`src/rtl/cache_refill.sv`:
```
// Critical-word-first cache line refill: fetches one line beat by beat from memory after a miss.
// Miss accept to fill valid takes 2*words_per_line+1 cycles minimum; memory and fill handshakes stall the FSM.
module cache_refill #(
  parameter int addr_wid       = 32,
  parameter int word_wid       = 64,
  parameter int words_per_line = 4
) (
  input  logic                               clk_i,
  input  logic                               rst_ni,
  input  logic                               miss_valid_i,
  output logic                               miss_ready_o,
  input  logic [addr_wid-1:0]                miss_addr_i,
  output logic                               mem_req_o,
  output logic [addr_wid-1:0]                mem_addr_o,
  input  logic                               mem_gnt_i,
  input  logic                               mem_rvalid_i,
  input  logic [word_wid-1:0]                mem_rdata_i,
  input  logic                               mem_err_i,
  output logic                               crit_valid_o,
  output logic [word_wid-1:0]                crit_word_o,
  output logic                               fill_valid_o,
  input  logic                               fill_ready_i,
  output logic [addr_wid-1:0]                fill_addr_o,
  output logic [words_per_line*word_wid-1:0] fill_line_o,
  output logic                               fill_err_o
);

  localparam int BO = $clog2(word_wid / 8);
  localparam int WO = $clog2(words_per_line);
  localparam logic [addr_wid-1:0] line_mask = ~((addr_wid'(1) << (BO + WO)) - addr_wid'(1));

  typedef enum logic [1:0] {IDLE, REQ, WAIT, FILL} state_t;

  state_t                                   state_q;
  logic [addr_wid-1:0]                      base_q;
  logic [WO-1:0]                            crit_q;
  logic [WO-1:0]                            k_q;
  logic [words_per_line-1:0][word_wid-1:0]  line_q;
  logic                                     err_q;
  logic                                     rcvd_q;

  logic [WO-1:0] idx;
  logic          last_beat;
  logic          beat_fire;

  assign idx       = crit_q + k_q;
  assign last_beat = (k_q == WO'(words_per_line - 1));

  // Data may arrive together with the grant (captured in REQ) or any later cycle in WAIT.
  assign beat_fire = mem_rvalid_i &&
                     (((state_q == REQ) && mem_gnt_i) || ((state_q == WAIT) && !rcvd_q));

  assign mem_addr_o  = mem_req_o ? (base_q | (addr_wid'(idx) << BO)) : '0;
  assign fill_addr_o = fill_valid_o ? base_q : '0;
  assign fill_line_o = fill_valid_o ? line_q : '0;
  assign fill_err_o  = fill_valid_o & err_q;

  always_ff @(posedge clk_i or negedge rst_ni) begin
    if (!rst_ni) begin
      state_q      <= IDLE;
      miss_ready_o <= 1'b1;
      mem_req_o    <= 1'b0;
      crit_valid_o <= 1'b0;
      crit_word_o  <= '0;
      fill_valid_o <= 1'b0;
      base_q       <= '0;
      crit_q       <= '0;
      k_q          <= '0;
      line_q       <= '0;
      err_q        <= 1'b0;
      rcvd_q       <= 1'b0;
    end else begin
      crit_valid_o <= 1'b0;
      crit_word_o  <= '0;

      if (beat_fire) begin
        line_q[idx] <= mem_rdata_i;
        err_q       <= err_q | mem_err_i;
        if ((k_q == '0) && !mem_err_i) begin
          crit_valid_o <= 1'b1;
          crit_word_o  <= mem_rdata_i;
        end
      end

      case (state_q)
        IDLE: begin
          if (miss_valid_i) begin
            base_q       <= miss_addr_i & line_mask;
            crit_q       <= miss_addr_i[BO +: WO];
            k_q          <= '0;
            err_q        <= 1'b0;
            rcvd_q       <= 1'b0;
            miss_ready_o <= 1'b0;
            mem_req_o    <= 1'b1;
            state_q      <= REQ;
          end
        end
        REQ: begin
          if (mem_gnt_i) begin
            mem_req_o <= 1'b0;
            rcvd_q    <= mem_rvalid_i;
            state_q   <= WAIT;
          end
        end
        WAIT: begin
          if (rcvd_q || mem_rvalid_i) begin
            rcvd_q <= 1'b0;
            if (last_beat) begin
              fill_valid_o <= 1'b1;
              state_q      <= FILL;
            end else begin
              k_q       <= k_q + 1'b1;
              mem_req_o <= 1'b1;
              state_q   <= REQ;
            end
          end
        end
        FILL: begin
          // Ready is raised only after the handshake, so no miss overlaps the fill.
          if (fill_ready_i) begin
            fill_valid_o <= 1'b0;
            miss_ready_o <= 1'b1;
            state_q      <= IDLE;
          end
        end
        default: state_q <= IDLE;
      endcase
    end
  end

endmodule

```
`config.mk`:
```
export PLATFORM = sky130hd
export DESIGN_NAME = cache_refill
export DESIGN_NICKNAME = d
export VERILOG_FILES = /design/src/rtl/cache_refill.sv
export SDC_FILE = /design/constraint.sdc
export NUM_CORES = 1
export LEC_CHECK = 0
export BUFFER_PORTS_ARGS = -buffer_cell sky130_fd_sc_hd__buf_4
export CORE_ASPECT_RATIO = 1.2
export CORE_MARGIN = 2
export CORE_UTILIZATION = 34
export DETAILED_ROUTE_END_ITERATION = 10
export GPL_TIMING_DRIVEN = 1
export PLACE_DENSITY_LB_ADDON = 0.3
export RECOVER_POWER = 100
export SYNTH_ARGS = -nofsm -noshare
export SYNTH_HDL_FRONTEND = slang
export SYNTH_SLANG_ARGS = --single-unit
```
`constraint.sdc`:
```
create_clock -name clk_i -period 2.6 [get_ports clk_i]
set_input_delay 0.52 -clock clk_i [delete_from_list [all_inputs] [get_ports clk_i]]
set_output_delay 0.52 -clock clk_i [all_outputs]
set_load 0.02 [all_outputs]
```
==> metrics.txt, run 1 <==
# TYPE chip_impl_metric gauge
chip_impl_info{name="run_status",value="completed"} 1
chip_impl_metric{name="placedCellCount",unit=""} 2217
chip_impl_metric{name="grt_start_max_net_pins",unit=""} 92
chip_impl_metric{name="firstDrtPassIters",unit=""} 4
chip_impl_metric{name="design.portCount",unit=""} 492
chip_impl_metric{name="deepest_level_of_the_cts_h_tree",unit=""} 2
chip_impl_metric{name="max_cap_viol_count",unit=""} 0
chip_impl_info{name="worst_setup_path_startpoint",value="fill_valid_o"} 1
chip_impl_metric{name="rows",unit=""} 86
chip_impl_metric{name="detail_route.drc_violations",unit=""} 0
chip_impl_info{name="crit_path_top_delay_cell",value="dfrtp_4"} 1
chip_impl_metric{name="final_weighted_congestion_in_routability_driven_placement",unit=""} 0.780
chip_impl_metric{name="powerDensity",unit="nW/um^2"} 1400
chip_impl_info{name="tritoncts",value="built"} 1
chip_impl_metric{name="total_global_route_track_usage",unit="%"} 18.0
chip_impl_metric{name="avgSynthCellArea",unit="um^2"} 13.5
chip_impl_metric{name="design.final.nets",unit=""} 1750
chip_impl_info{name="end_kind",value="primary output"} 1
chip_impl_metric{name="area.growth.synth_to_final",unit="%"} 30.0
chip_impl_metric{name="layout.cells.non_filler",unit=""} 2291
chip_impl_metric{name="clock_skew",unit="ps"} 19.7
chip_impl_metric{name="final_period_minus_worst_setup_slack",unit="ps"} 2460
chip_impl_metric{name="via_per_inst",unit=""} 4.53
chip_impl_info{name="hold_path.class",value="in2reg"} 1
chip_impl_metric{name="port-buffer-count",unit=""} 480
chip_impl_metric{name="cp.required",unit="ps"} 2080
chip_impl_metric{name="critical_path.max_fanout",unit=""} 31
chip_impl_metric{name="initial_antenna_violation_count",unit=""} 1
chip_impl_metric{name="die_height",unit="um"} 239
chip_impl_metric{name="dp_hpwl",unit="um"} 30200
chip_impl_metric{name="timing.setup.tns",unit="ps"} 0
chip_impl_metric{name="syn-instance-count",unit=""} 1161
chip_impl_metric{name="drtIter0Drc",unit=""} 260
chip_impl_metric{name="post_route_cells_drive_above_1_share",unit="%"} 41.2
chip_impl_metric{name="worst_slew_pin_slew",unit="ps"} 1420
chip_impl_metric{name="p_sw",unit="mW"} 11.2
chip_impl_info{name="crit_path_frequent_cell",value="buf_12"} 1
chip_impl_metric{name="max_clock_freq",unit="GHz"} 0.407
chip_impl_metric{name="grt_pass1_wl",unit="um"} 67200
chip_impl_info{name="cp-start-kind",value="flop"} 1
chip_impl_metric{name="setup-violations-final",unit=""} 0
chip_impl_metric{name="critPathArrivalTime",unit="ps"} 1940
chip_impl_metric{name="power_leakage",unit="nW"} 9.55
chip_impl_metric{name="yosys.cell_types.count",unit=""} 43
chip_impl_metric{name="switching_share",unit="%"} 39.1
chip_impl_metric{name="start_util",unit="%"} 34.3
chip_impl_metric{name="syn_area",unit="um^2"} 15700
chip_impl_metric{name="power.share.clock",unit="%"} 19.5
chip_impl_info{name="commonest_cells_after_routing_fill_and_taps_aside",value="357 x dfrtp_1, 289 x buf_4, 214 x mux2_2, 194 x and2_1, 182 x and2_0"} 1
chip_impl_info{name="crit-reg2reg-launch",value="k_q[0]"} 1
chip_impl_info{name="path_class",value="reg2out"} 1
chip_impl_metric{name="sequentialPowerShare",unit="%"} 32.2
chip_impl_metric{name="max-clock-path-buffers",unit=""} 3
chip_impl_metric{name="clock-sinks",unit=""} 359
chip_impl_metric{name="timing.final.max_slew_violations",unit=""} 0
chip_impl_metric{name="wire_per_inst",unit="um"} 18.8
chip_impl_info{name="worstPathCellList",value="buf_12, buf_12, and2_1, clkbuf_1"} 1
chip_impl_metric{name="number_of_global_route_vias_before_repair",unit=""} 11100
chip_impl_metric{name="fillCellCount",unit=""} 4378
chip_impl_metric{name="route.final.wire_length",unit="um"} 43100
chip_impl_metric{name="num_vias",unit=""} 10400
chip_impl_info{name="rsz0062_at_grt",value="false"} 1
chip_impl_metric{name="final_min_period_over_clock_period",unit="%"} 94.6
chip_impl_metric{name="cts_buf_count",unit=""} 39
chip_impl_metric{name="max_slew_margin",unit="%"} 5.37
chip_impl_metric{name="postRouteAntennaNets",unit=""} 0
chip_impl_metric{name="area_of_the_die",unit="um^2"} 47900
chip_impl_metric{name="cts.reportedPaths.clkPinSlew",unit="ps"} 70
chip_impl_info{name="timing.hold.worst.start",value="miss_addr_i[12]"} 1
chip_impl_metric{name="ir_drop",unit="uV"} 750
chip_impl_metric{name="largest_stage_delay_on_the_critical_path",unit="ps"} 590
chip_impl_metric{name="final_cell_area",unit="um^2"} 20400
chip_impl_metric{name="finalHoldViolCount",unit=""} 0
chip_impl_info{name="mostFrequentLayoutCell",value="dfrtp_1"} 1
chip_impl_metric{name="sequential_share_of_the_synthesized_area",unit="%"} 57.2
chip_impl_metric{name="die_width",unit="um"} 200
chip_impl_metric{name="placement.cell_area",unit="um^2"} 20100
chip_impl_metric{name="core_area",unit="um^2"} 45700
chip_impl_metric{name="comb_power_share",unit="%"} 48.4
chip_impl_metric{name="synth.ff_latch_count",unit=""} 359
chip_impl_metric{name="grt-ovfl-total",unit=""} 0
chip_impl_metric{name="cell_internal_pwr",unit="mW"} 17.4
chip_impl_metric{name="clock_insertion_delay_worst_skew",unit="ps"} 550
chip_impl_info{name="clk_root_buffer_cell",value="clkbuf_16"} 1
chip_impl_metric{name="yosysWarningCount",unit=""} 0
state kept, by name (all words and copies together), names as in the netlist:
name,cells
fill_valid_o,1
k_q,2
miss_ready_o,1
err_q,1
crit_q,2
state_q,2
line_q,256
crit_valid_o,1
mem_req_o,1
base_q,27
crit_word_o,64
rcvd_q,1
cell type report:
cell class	instances	area [um^2]	share of cell area, %
flip-flops and latches	359	8990	44.1
clock inverters	16	140	0.687
repair buffers	517	3360	16.5
clock buffers	54	1140	5.61
multi-input cells	721	5970	29.3
inverters	6	22.5	0.110
diodes	2	5.00	0.0245
well taps	616	771	3.78
synthesized netlist by cell type (all sizes together):
| cell | instances | share of area [%] |
|---|---|---|
| conb | 1 | 0.024 |
| a31oi | 2 | 0.080 |
| o22a | 1 | 0.056 |
| o31ai | 1 | 0.048 |
| dfstp | 1 | 0.17 |
| xor2 | 1 | 0.056 |
| and3b | 1 | 0.056 |
| o21a | 1 | 0.048 |
| nor3b | 3 | 0.14 |
| ha | 3 | 0.24 |
| clkbuf | 44 | 1.1 |
| nand2b | 2 | 0.080 |
| buf | 38 | 2.4 |
| xnor2 | 1 | 0.10 |
| a32oi | 1 | 0.056 |
| dfrtp | 358 | 57 |
| and3 | 1 | 0.040 |
| nand2 | 8 | 0.19 |
| mux2i | 1 | 0.064 |
| nand3 | 1 | 0.032 |
| nor2 | 6 | 0.14 |
| a211o | 1 | 0.056 |
| and2b | 1 | 0.048 |
| inv | 6 | 0.14 |
| a22o | 1 | 0.056 |
| nor3 | 1 | 0.10 |
| a21o | 1 | 0.048 |
| o21ai | 4 | 0.13 |
| or3b | 1 | 0.056 |
| and2 | 376 | 15 |
| o311ai | 1 | 0.056 |
| or3 | 1 | 0.040 |
| a21oi | 4 | 0.13 |
| nor4 | 1 | 0.040 |
| mux2 | 285 | 22 |
| nand3b | 1 | 0.048 |
layer usage:
metal	vias to the layer above	part of all wire (%)	track usage, %
li1	4781	-	-
met1	5174	41	22.1
met2	350	49	30.4
met3	64	6.7	5.02
met4	0	3.0	5.88
met5	-	0	0
worst max-delay path: cells and delay by family, from the launching register on:
| kind | cells | cell delay, ps |
|---|---|---|
| buffers and inverters | 3 | 660 |
| flip-flops | 1 | 590 |
| AND/OR/NAND/NOR | 1 | 120 |
power groups by stage:
| stage | registers, mW | clock network (mW) | logic, mW |
|---|---|---|---|
| 4_1_cts | 9.23 | 5.77 | 15.6 |
| 3_3_place_gp | 9.19 | 0 | 15.4 |
| 5_1_grt | 9.55 | 6.00 | 14.8 |
| 6_report | 9.20 | 5.58 | 13.8 |
| 2_1_floorplan | 8.94 | 0 | 9.35 |
| 3_5_place_dp | 9.31 | 0 | 15.6 |
kinds of logic after synthesis:
kind of cell / Yosys count / share of synthesized area [%]
flops: 359 / 57.2
mux: 286 / 21.9
simple gates: 404 / 16.0
other cells: 1 / 0.0239
compound gates: 18 / 0.757
fa+ha+maj: 3 / 0.239
buf+inv: 88 / 3.62
xor+xnor: 2 / 0.159
stage by stage:
step / utilization, % / hold slack [ps] / setup WS (ps) / total power, mW
3_5_place_dp: 43.9 / 468 / 208 / 24.9
6_report: 44.6 / 208 / 141 / 28.6
3_3_place_gp: 43.9 / 463 / 250 / 24.6
2_1_floorplan: - / 224 / 503 / 18.3
5_1_grt: 44.6 / 181 / 33.6 / 30.3
4_1_cts: 46.8 / 172 / 111 / 30.6
worst paths after layout:
check / end / slack, ps / depth (start not counted)
worst max-delay path: fill_line_o[16] / 140 / 4
worst min-delay path: base_q[12] / 210 / 2
worst max register to register: line_q[104] / 180 / 8
worst min register to register: line_q[250] / 480 / 1
max in group asynchronous: crit_word_o[54] / 410 / 3
min in group asynchronous: line_q[87] / 840 / 2
timing repair:
item                                    CTS  global route
hold endpoints to repair                 35             0
setup buffers                             1             0
hold buffers                              1             0
resized for setup                         0             0
endpoints found under the setup margin    1             0
No activity file was read; power rests on OpenSTA's default activity.
==> run 2, diff against run 1 <==
--- a/config.mk
+++ b/config.mk
@@ -6,7 +6,7 @@
 export NUM_CORES = 1
 export LEC_CHECK = 0
 export BUFFER_PORTS_ARGS = -buffer_cell sky130_fd_sc_hd__buf_4
-export CORE_ASPECT_RATIO = 1.2
+export CORE_ASPECT_RATIO = 2
 export CORE_MARGIN = 2
 export CORE_UTILIZATION = 34
 export DETAILED_ROUTE_END_ITERATION = 10
==> run 2 against run 1 <==
First-iteration DRC count down 1.2%. Critical path depth down 1. Flip-flop and latch count unchanged. Combinational power about the same. Design area down 1.2%. Via count up 0.14%. Worst hold slack better by 18 ps. Clock skew down 1.2 ps. Global-route usage up 0.42 points. Sequential power about the same. Wire length up 3.7%. Final cell count down 2.8%. Critical path type unchanged. Critical endpoint is now fill_line_o[117].
==> metrics.txt, run 2 (synthesized netlist as in run 1, its figures left out) <==
# TYPE chip_impl_metric gauge
chip_impl_metric{name="firstDrtPassIters",unit=""} 4
chip_impl_metric{name="max_clock_freq",unit="GHz"} 0.404
chip_impl_metric{name="dr_wl_met2",unit="um"} 24300
chip_impl_metric{name="final_period_minus_worst_setup_slack",unit="ps"} 2480
chip_impl_metric{name="post-route-worst-setup-slack",unit="ps"} 122
chip_impl_metric{name="area_of_the_die",unit="um^2"} 48000
chip_impl_info{name="hold_path.class",value="in2reg"} 1
chip_impl_info{name="commonest_cells_after_routing_fill_and_taps_aside",value="357 x dfrtp_1, 298 x buf_4, 214 x mux2_2, 209 x and2_0, 167 x and2_1"} 1
chip_impl_metric{name="area.growth.synth_to_final",unit="%"} 28.4
chip_impl_info{name="reg.largest.list",value="line_q x256, crit_word_o x64, base_q x27"} 1
chip_impl_metric{name="max_slew_margin",unit="%"} 6.40
chip_impl_metric{name="num_vias",unit=""} 10400
chip_impl_metric{name="port-buffer-count",unit=""} 480
chip_impl_metric{name="start_util",unit="%"} 34.3
chip_impl_metric{name="clock_insertion_delay_worst_skew",unit="ps"} 520
chip_impl_metric{name="deepest_level_of_the_cts_h_tree",unit=""} 2
chip_impl_metric{name="rows",unit=""} 111
chip_impl_metric{name="largest_register_ffs",unit=""} 256
chip_impl_metric{name="initial_antenna_violation_count",unit=""} 0
chip_impl_info{name="end_kind",value="primary output"} 1
chip_impl_metric{name="route.final.wire_length",unit="um"} 44600
chip_impl_metric{name="max-clock-path-buffers",unit=""} 3
chip_impl_metric{name="dp_hpwl",unit="um"} 31200
chip_impl_metric{name="final_min_period_over_clock_period",unit="%"} 95.3
chip_impl_metric{name="fin_total_pwr",unit="mW"} 28.3
chip_impl_metric{name="clock-sinks",unit=""} 359
chip_impl_info{name="route.top_layer_used",value="met4"} 1
chip_impl_metric{name="setup-violations-final",unit=""} 0
chip_impl_metric{name="post_route_cells_drive_above_1_share",unit="%"} 39.7
chip_impl_metric{name="met1_wire_length",unit="um"} 16000
chip_impl_metric{name="die_width",unit="um"} 156
chip_impl_metric{name="grt-ovfl-total",unit=""} 0
chip_impl_metric{name="design.final.nets",unit=""} 1740
chip_impl_info{name="path_class",value="reg2out"} 1
chip_impl_metric{name="cts_buf_count",unit=""} 36
chip_impl_metric{name="timing.final.max_slew_violations",unit=""} 0
chip_impl_info{name="tritoncts",value="built"} 1
chip_impl_metric{name="number_of_global_route_vias_before_repair",unit=""} 11200
chip_impl_metric{name="clock_skew",unit="ps"} 18.5
chip_impl_metric{name="grt_start_max_net_pins",unit=""} 84
chip_impl_metric{name="cp.required",unit="ps"} 2080
chip_impl_metric{name="final_cell_area",unit="um^2"} 20100
chip_impl_metric{name="ir_drop",unit="uV"} 744
chip_impl_metric{name="pre_cts_ws",unit="ps"} 188
chip_impl_metric{name="drtIter0Drc",unit=""} 257
chip_impl_metric{name="powerDensity",unit="nW/um^2"} 1410
chip_impl_metric{name="cts.reportedPaths.clkPinSlew",unit="ps"} 60
chip_impl_metric{name="die_height",unit="um"} 308
chip_impl_metric{name="power_leakage",unit="nW"} 9.39
chip_impl_metric{name="cts-resized-gates",unit=""} 0
chip_impl_info{name="run_status",value="completed"} 1
chip_impl_info{name="rsz0062_at_grt",value="false"} 1
chip_impl_metric{name="critical_path.max_fanout",unit=""} 51
chip_impl_metric{name="design.portCount",unit=""} 492
chip_impl_info{name="clk_root_buffer_cell",value="clkbuf_16"} 1
chip_impl_metric{name="final_weighted_congestion_in_routability_driven_placement",unit=""} 0.806
chip_impl_metric{name="grt_pass1_wl",unit="um"} 68000
chip_impl_metric{name="via_per_inst",unit=""} 4.66
chip_impl_metric{name="finalHoldViolCount",unit=""} 0
chip_impl_info{name="cp-start-kind",value="flop"} 1
chip_impl_metric{name="timing.setup.tns",unit="ps"} 0
chip_impl_metric{name="worst_slew_pin_slew",unit="ps"} 1400
chip_impl_metric{name="postRouteAntennaNets",unit=""} 0
chip_impl_metric{name="wire_per_inst",unit="um"} 20.0
chip_impl_info{name="top_register",value="line_q"} 1
chip_impl_metric{name="detail_route.drc_violations",unit=""} 0
chip_impl_metric{name="critPathArrivalTime",unit="ps"} 1960
chip_impl_metric{name="max_cap_viol_count",unit=""} 0
chip_impl_metric{name="total_global_route_track_usage",unit="%"} 18.4
chip_impl_metric{name="worst_hold_slack",unit="ps"} 226
chip_impl_metric{name="met3WireLength",unit="um"} 2810
chip_impl_metric{name="core_area",unit="um^2"} 45700
chip_impl_info{name="mostFrequentLayoutCell",value="dfrtp_1"} 1
chip_impl_metric{name="placement.cell_area",unit="um^2"} 19900
## run 2: changes by cell type in the layout (fill, tap and decap cells not counted), sizes merged
cell,delta
clkinv,-3
buf,+6
clkbuf,-15
diode,-1
## run 2: final timing paths
kind,startpoint,endpoint,slack (ps),depth (start not counted)
worst max register to register,k_q[0],line_q[63],120,6
max in group asynchronous,rst_ni,line_q[255],450,3
worst max-delay path,fill_valid_o,fill_line_o[117],120,3
worst min register to register,line_q[180],line_q[180],480,1
worst min-delay path,miss_addr_i[15],base_q[15],230,2
min in group asynchronous,rst_ni,line_q[184],840,2
## run 2: final cells by class
cell class | instances | area (um^2)
sequential | 359 | 8990
antenna | 1 | 2.50
clock inverter | 13 | 125
inverter | 6 | 22.5
timing repair buffer | 510 | 3280
tap | 565 | 707
fill | 4401 | 25500
clock buffer | 52 | 1050
multi-input combinational | 721 | 5970
## run 2: through the flow
step / std cells / utilization (%)
floorplan: 1168 / -
global placement: 2157 / 43.5
detailed placement: 2157 / 43.5
CTS: 2224 / 46.1
global route: 2226 / 44.1
finish: 2227 / 44.1
## run 2: routing by layer
layer	up-vias	GRT usage, %
met2	377	34.3
met3	65	3.88
met1	5212	20.1
met4	0	7.02
li1	4730	-
met5	-	0
## run 2: critical path, stage by stage (launching register included)
cell     delay (ps)
dfrtp_4         650
buf_6           360
and2_0          240
buf_4           160
## run 2: timing repair
action,in CTS,in global routing
hold endpoints to repair,35,0
hold buffers,1,0
pin swaps,0,1
buffers inserted,1,2
setup endpoints to repair,1,1
## run 2: power by group
part / switching (mW) / internal (mW)
combinational: 7.86 / 6.09
clock: 2.20 / 3.03
sequential: 1.21 / 7.97
total: 11.3 / 17.1
==> run 3, diff against run 2 <==
--- a/config.mk
+++ b/config.mk
@@ -6,6 +6,8 @@
 export NUM_CORES = 1
 export LEC_CHECK = 0
 export BUFFER_PORTS_ARGS = -buffer_cell sky130_fd_sc_hd__buf_4
+export CELL_PAD_IN_SITES_DETAIL_PLACEMENT = 1
+export CELL_PAD_IN_SITES_GLOBAL_PLACEMENT = 2
 export CORE_ASPECT_RATIO = 2
 export CORE_MARGIN = 2
 export CORE_UTILIZATION = 34
==> run 3 against run 2 <==
Global-route usage rose by 1.5 points. Flip-flop and latch count unchanged. Core utilization is 0.12 points higher. Worst hold slack gained 1.7 ps. Non-clock buffer count fell by 2. Count of clock-buffer cells in the layout shrank 3. Design area increased by 0.27%. Power rose by 1.8%. Clock skew is 7.7 ps lower. Wire length rose by 7.3%.
==> metrics.txt, run 3 (synthesized netlist as in run 1, its figures left out) <==
# TYPE chip_impl_metric gauge
chip_impl_info{name="run_status",value="completed"} 1
chip_impl_info{name="clk_root_buffer_cell",value="clkbuf_16"} 1
chip_impl_metric{name="total_global_route_track_usage",unit="%"} 19.9
chip_impl_metric{name="critical_path.max_fanout",unit=""} 140
chip_impl_metric{name="timing.final.max_slew_violations",unit=""} 0
chip_impl_metric{name="core_area",unit="um^2"} 45700
chip_impl_metric{name="timing.setup.tns",unit="ps"} 0
chip_impl_metric{name="deepest_level_of_the_cts_h_tree",unit=""} 2
chip_impl_metric{name="clock_insertion_delay_worst_skew",unit="ps"} 520
chip_impl_metric{name="max_clock_freq",unit="GHz"} 0.402
chip_impl_metric{name="power_leakage",unit="nW"} 9.40
chip_impl_metric{name="design.portCount",unit=""} 492
chip_impl_metric{name="clock-sinks",unit=""} 359
chip_impl_metric{name="postRouteAntennaNets",unit=""} 0
chip_impl_metric{name="route.final.wire_length",unit="um"} 47900
chip_impl_info{name="rsz0062_at_grt",value="false"} 1
chip_impl_info{name="grt-busiest-layer",value="met2"} 1
chip_impl_metric{name="grt-ovfl-total",unit=""} 0
chip_impl_info{name="worstPathCellList",value="buf_12, and2_1, clkbuf_1"} 1
chip_impl_metric{name="detail_route.drc_violations",unit=""} 0
chip_impl_metric{name="post_route_cells_drive_above_1_share",unit="%"} 39.3
chip_impl_metric{name="path_depth",unit=""} 3
chip_impl_info{name="end_kind",value="primary output"} 1
chip_impl_info{name="commonest_cells_after_routing_fill_and_taps_aside",value="357 x dfrtp_1, 311 x buf_4, 214 x mux2_2, 209 x and2_1, 167 x and2_0"} 1
chip_impl_metric{name="min_path_cells",unit=""} 2
chip_impl_info{name="crit_path_top_delay_cell",value="dfrtp_4"} 1
chip_impl_info{name="reg.largest.list",value="line_q x256, crit_word_o x64, base_q x27"} 1
chip_impl_metric{name="worst_slew_pin_slew",unit="ps"} 1370
chip_impl_metric{name="clock_skew",unit="ps"} 10.8
chip_impl_metric{name="critPathArrivalTime",unit="ps"} 1970
chip_impl_metric{name="met1_usage",unit="%"} 20.9
chip_impl_info{name="path_class",value="reg2out"} 1
chip_impl_metric{name="reg2regPathDepth",unit=""} 7
chip_impl_info{name="top_register",value="line_q"} 1
chip_impl_metric{name="worst_hold_slack",unit="ps"} 228
chip_impl_metric{name="final_period_minus_worst_setup_slack",unit="ps"} 2490
chip_impl_metric{name="cts.reportedPaths.clkPinSlew",unit="ps"} 60
chip_impl_metric{name="antennaDiodeCount",unit=""} 0
chip_impl_metric{name="max_slew_margin",unit="%"} 8.94
chip_impl_metric{name="die_width",unit="um"} 156
chip_impl_metric{name="max-clock-path-buffers",unit=""} 3
chip_impl_info{name="tritoncts",value="built"} 1
chip_impl_metric{name="max_cap_viol_count",unit=""} 0
chip_impl_info{name="hold_path.class",value="in2reg"} 1
chip_impl_metric{name="area.growth.synth_to_final",unit="%"} 28.7
chip_impl_metric{name="finalHoldViolCount",unit=""} 0
chip_impl_metric{name="initial_antenna_violation_count",unit=""} 0
chip_impl_metric{name="regToRegSetupSlack",unit="ps"} 180
chip_impl_metric{name="ir_drop",unit="uV"} 728
chip_impl_info{name="critPathTopFamily",value="buffers and inverters"} 1
chip_impl_info{name="cp-start-kind",value="flop"} 1
chip_impl_metric{name="drtIter0Drc",unit=""} 299
chip_impl_metric{name="num_vias",unit=""} 10500
chip_impl_metric{name="setup-violations-final",unit=""} 0
chip_impl_metric{name="met3_usage",unit="%"} 4.69
chip_impl_metric{name="grt_pass1_wl",unit="um"} 72700
chip_impl_metric{name="largest_stage_delay_on_the_critical_path",unit="ps"} 440
chip_impl_metric{name="firstDrtPassIters",unit=""} 4
chip_impl_metric{name="cp.required",unit="ps"} 2080
chip_impl_metric{name="grt_start_max_net_pins",unit=""} 141
chip_impl_info{name="mostFrequentLayoutCell",value="dfrtp_1"} 1
chip_impl_metric{name="cts-resized-gates",unit=""} 0
chip_impl_metric{name="powerDensity",unit="nW/um^2"} 1430
chip_impl_metric{name="port-buffer-count",unit=""} 480
chip_impl_metric{name="die_height",unit="um"} 308
chip_impl_metric{name="rows",unit=""} 111
chip_impl_metric{name="final_min_period_over_clock_period",unit="%"} 95.7
chip_impl_metric{name="dp_hpwl",unit="um"} 34400
chip_impl_metric{name="sum_of_buffers_and_inverters_on_the_critical_path",unit=""} 2
chip_impl_metric{name="design.final.nets",unit=""} 1738
chip_impl_metric{name="cts_buf_count",unit=""} 36
chip_impl_metric{name="largest_register_ffs",unit=""} 256
chip_impl_metric{name="start_util",unit="%"} 34.3
chip_impl_metric{name="area_of_the_die",unit="um^2"} 48000
chip_impl_metric{name="wire_per_inst",unit="um"} 21.6
chip_impl_metric{name="routing_usage_on_met2",unit="%"} 38.1
chip_impl_metric{name="number_of_global_route_vias_before_repair",unit=""} 11600
chip_impl_metric{name="via_per_inst",unit=""} 4.73
chip_impl_metric{name="final_weighted_congestion_in_routability_driven_placement",unit=""} 0.778
## run 3: final timing paths
kind / end / from
worst min register to register: line_q[249] / line_q[249]
worst min-delay path: crit_q[0] / miss_addr_i[3]
max in group asynchronous: crit_word_o[10] / rst_ni
worst max-delay path: fill_line_o[18] / fill_valid_o
min in group asynchronous: line_q[248] / rst_ni
worst max register to register: line_q[103] / k_q[0]
## run 3: timing repair
item,CTS,global route
hold endpoints to repair,41,0
hold buffers,1,0
endpoints found under the setup margin,1,0
buffers inserted,1,0
## run 3: final cells by class
class | instances | area (um^2)
Inverter | 6 | 22.5
Timing Repair Buffer | 508 | 3270
Fill cell | 4915 | 25500
Sequential cell | 359 | 8990
Clock inverter | 11 | 188
Tap cell | 565 | 707
Multi-Input combinational cell | 721 | 5960
Clock buffer | 49 | 1060
## run 3: metal layers
layer	vias up	routed length, um
met3	64	3220
met1	5338	16600
met4	0	1650
li1	4718	-
met2	374	26400
met5	-	0
## run 3: power breakdown
part / internal, mW / switching, mW / leakage, nW
clock network: 3.34 / 2.21 / 0.607
registers: 7.97 / 1.19 / 4.47
logic: 6.11 / 8.03 / 4.32
total: 17.4 / 11.4 / 9.40
## run 3: through the flow
step                cells  utilization (%)  setup WS [ps]  total power [mW]  instance area (um^2)
global route         2219             44.2           22.2              30.6                 20200
finish               2219             44.2            113              28.9                 20200
detailed placement   2157             43.6            171              25.1                 19900
CTS                  2219             46.4            131              30.8                 21200
floorplan            1168                -            503              18.3                 15700
global placement     2157             43.6            227              24.7                 19900
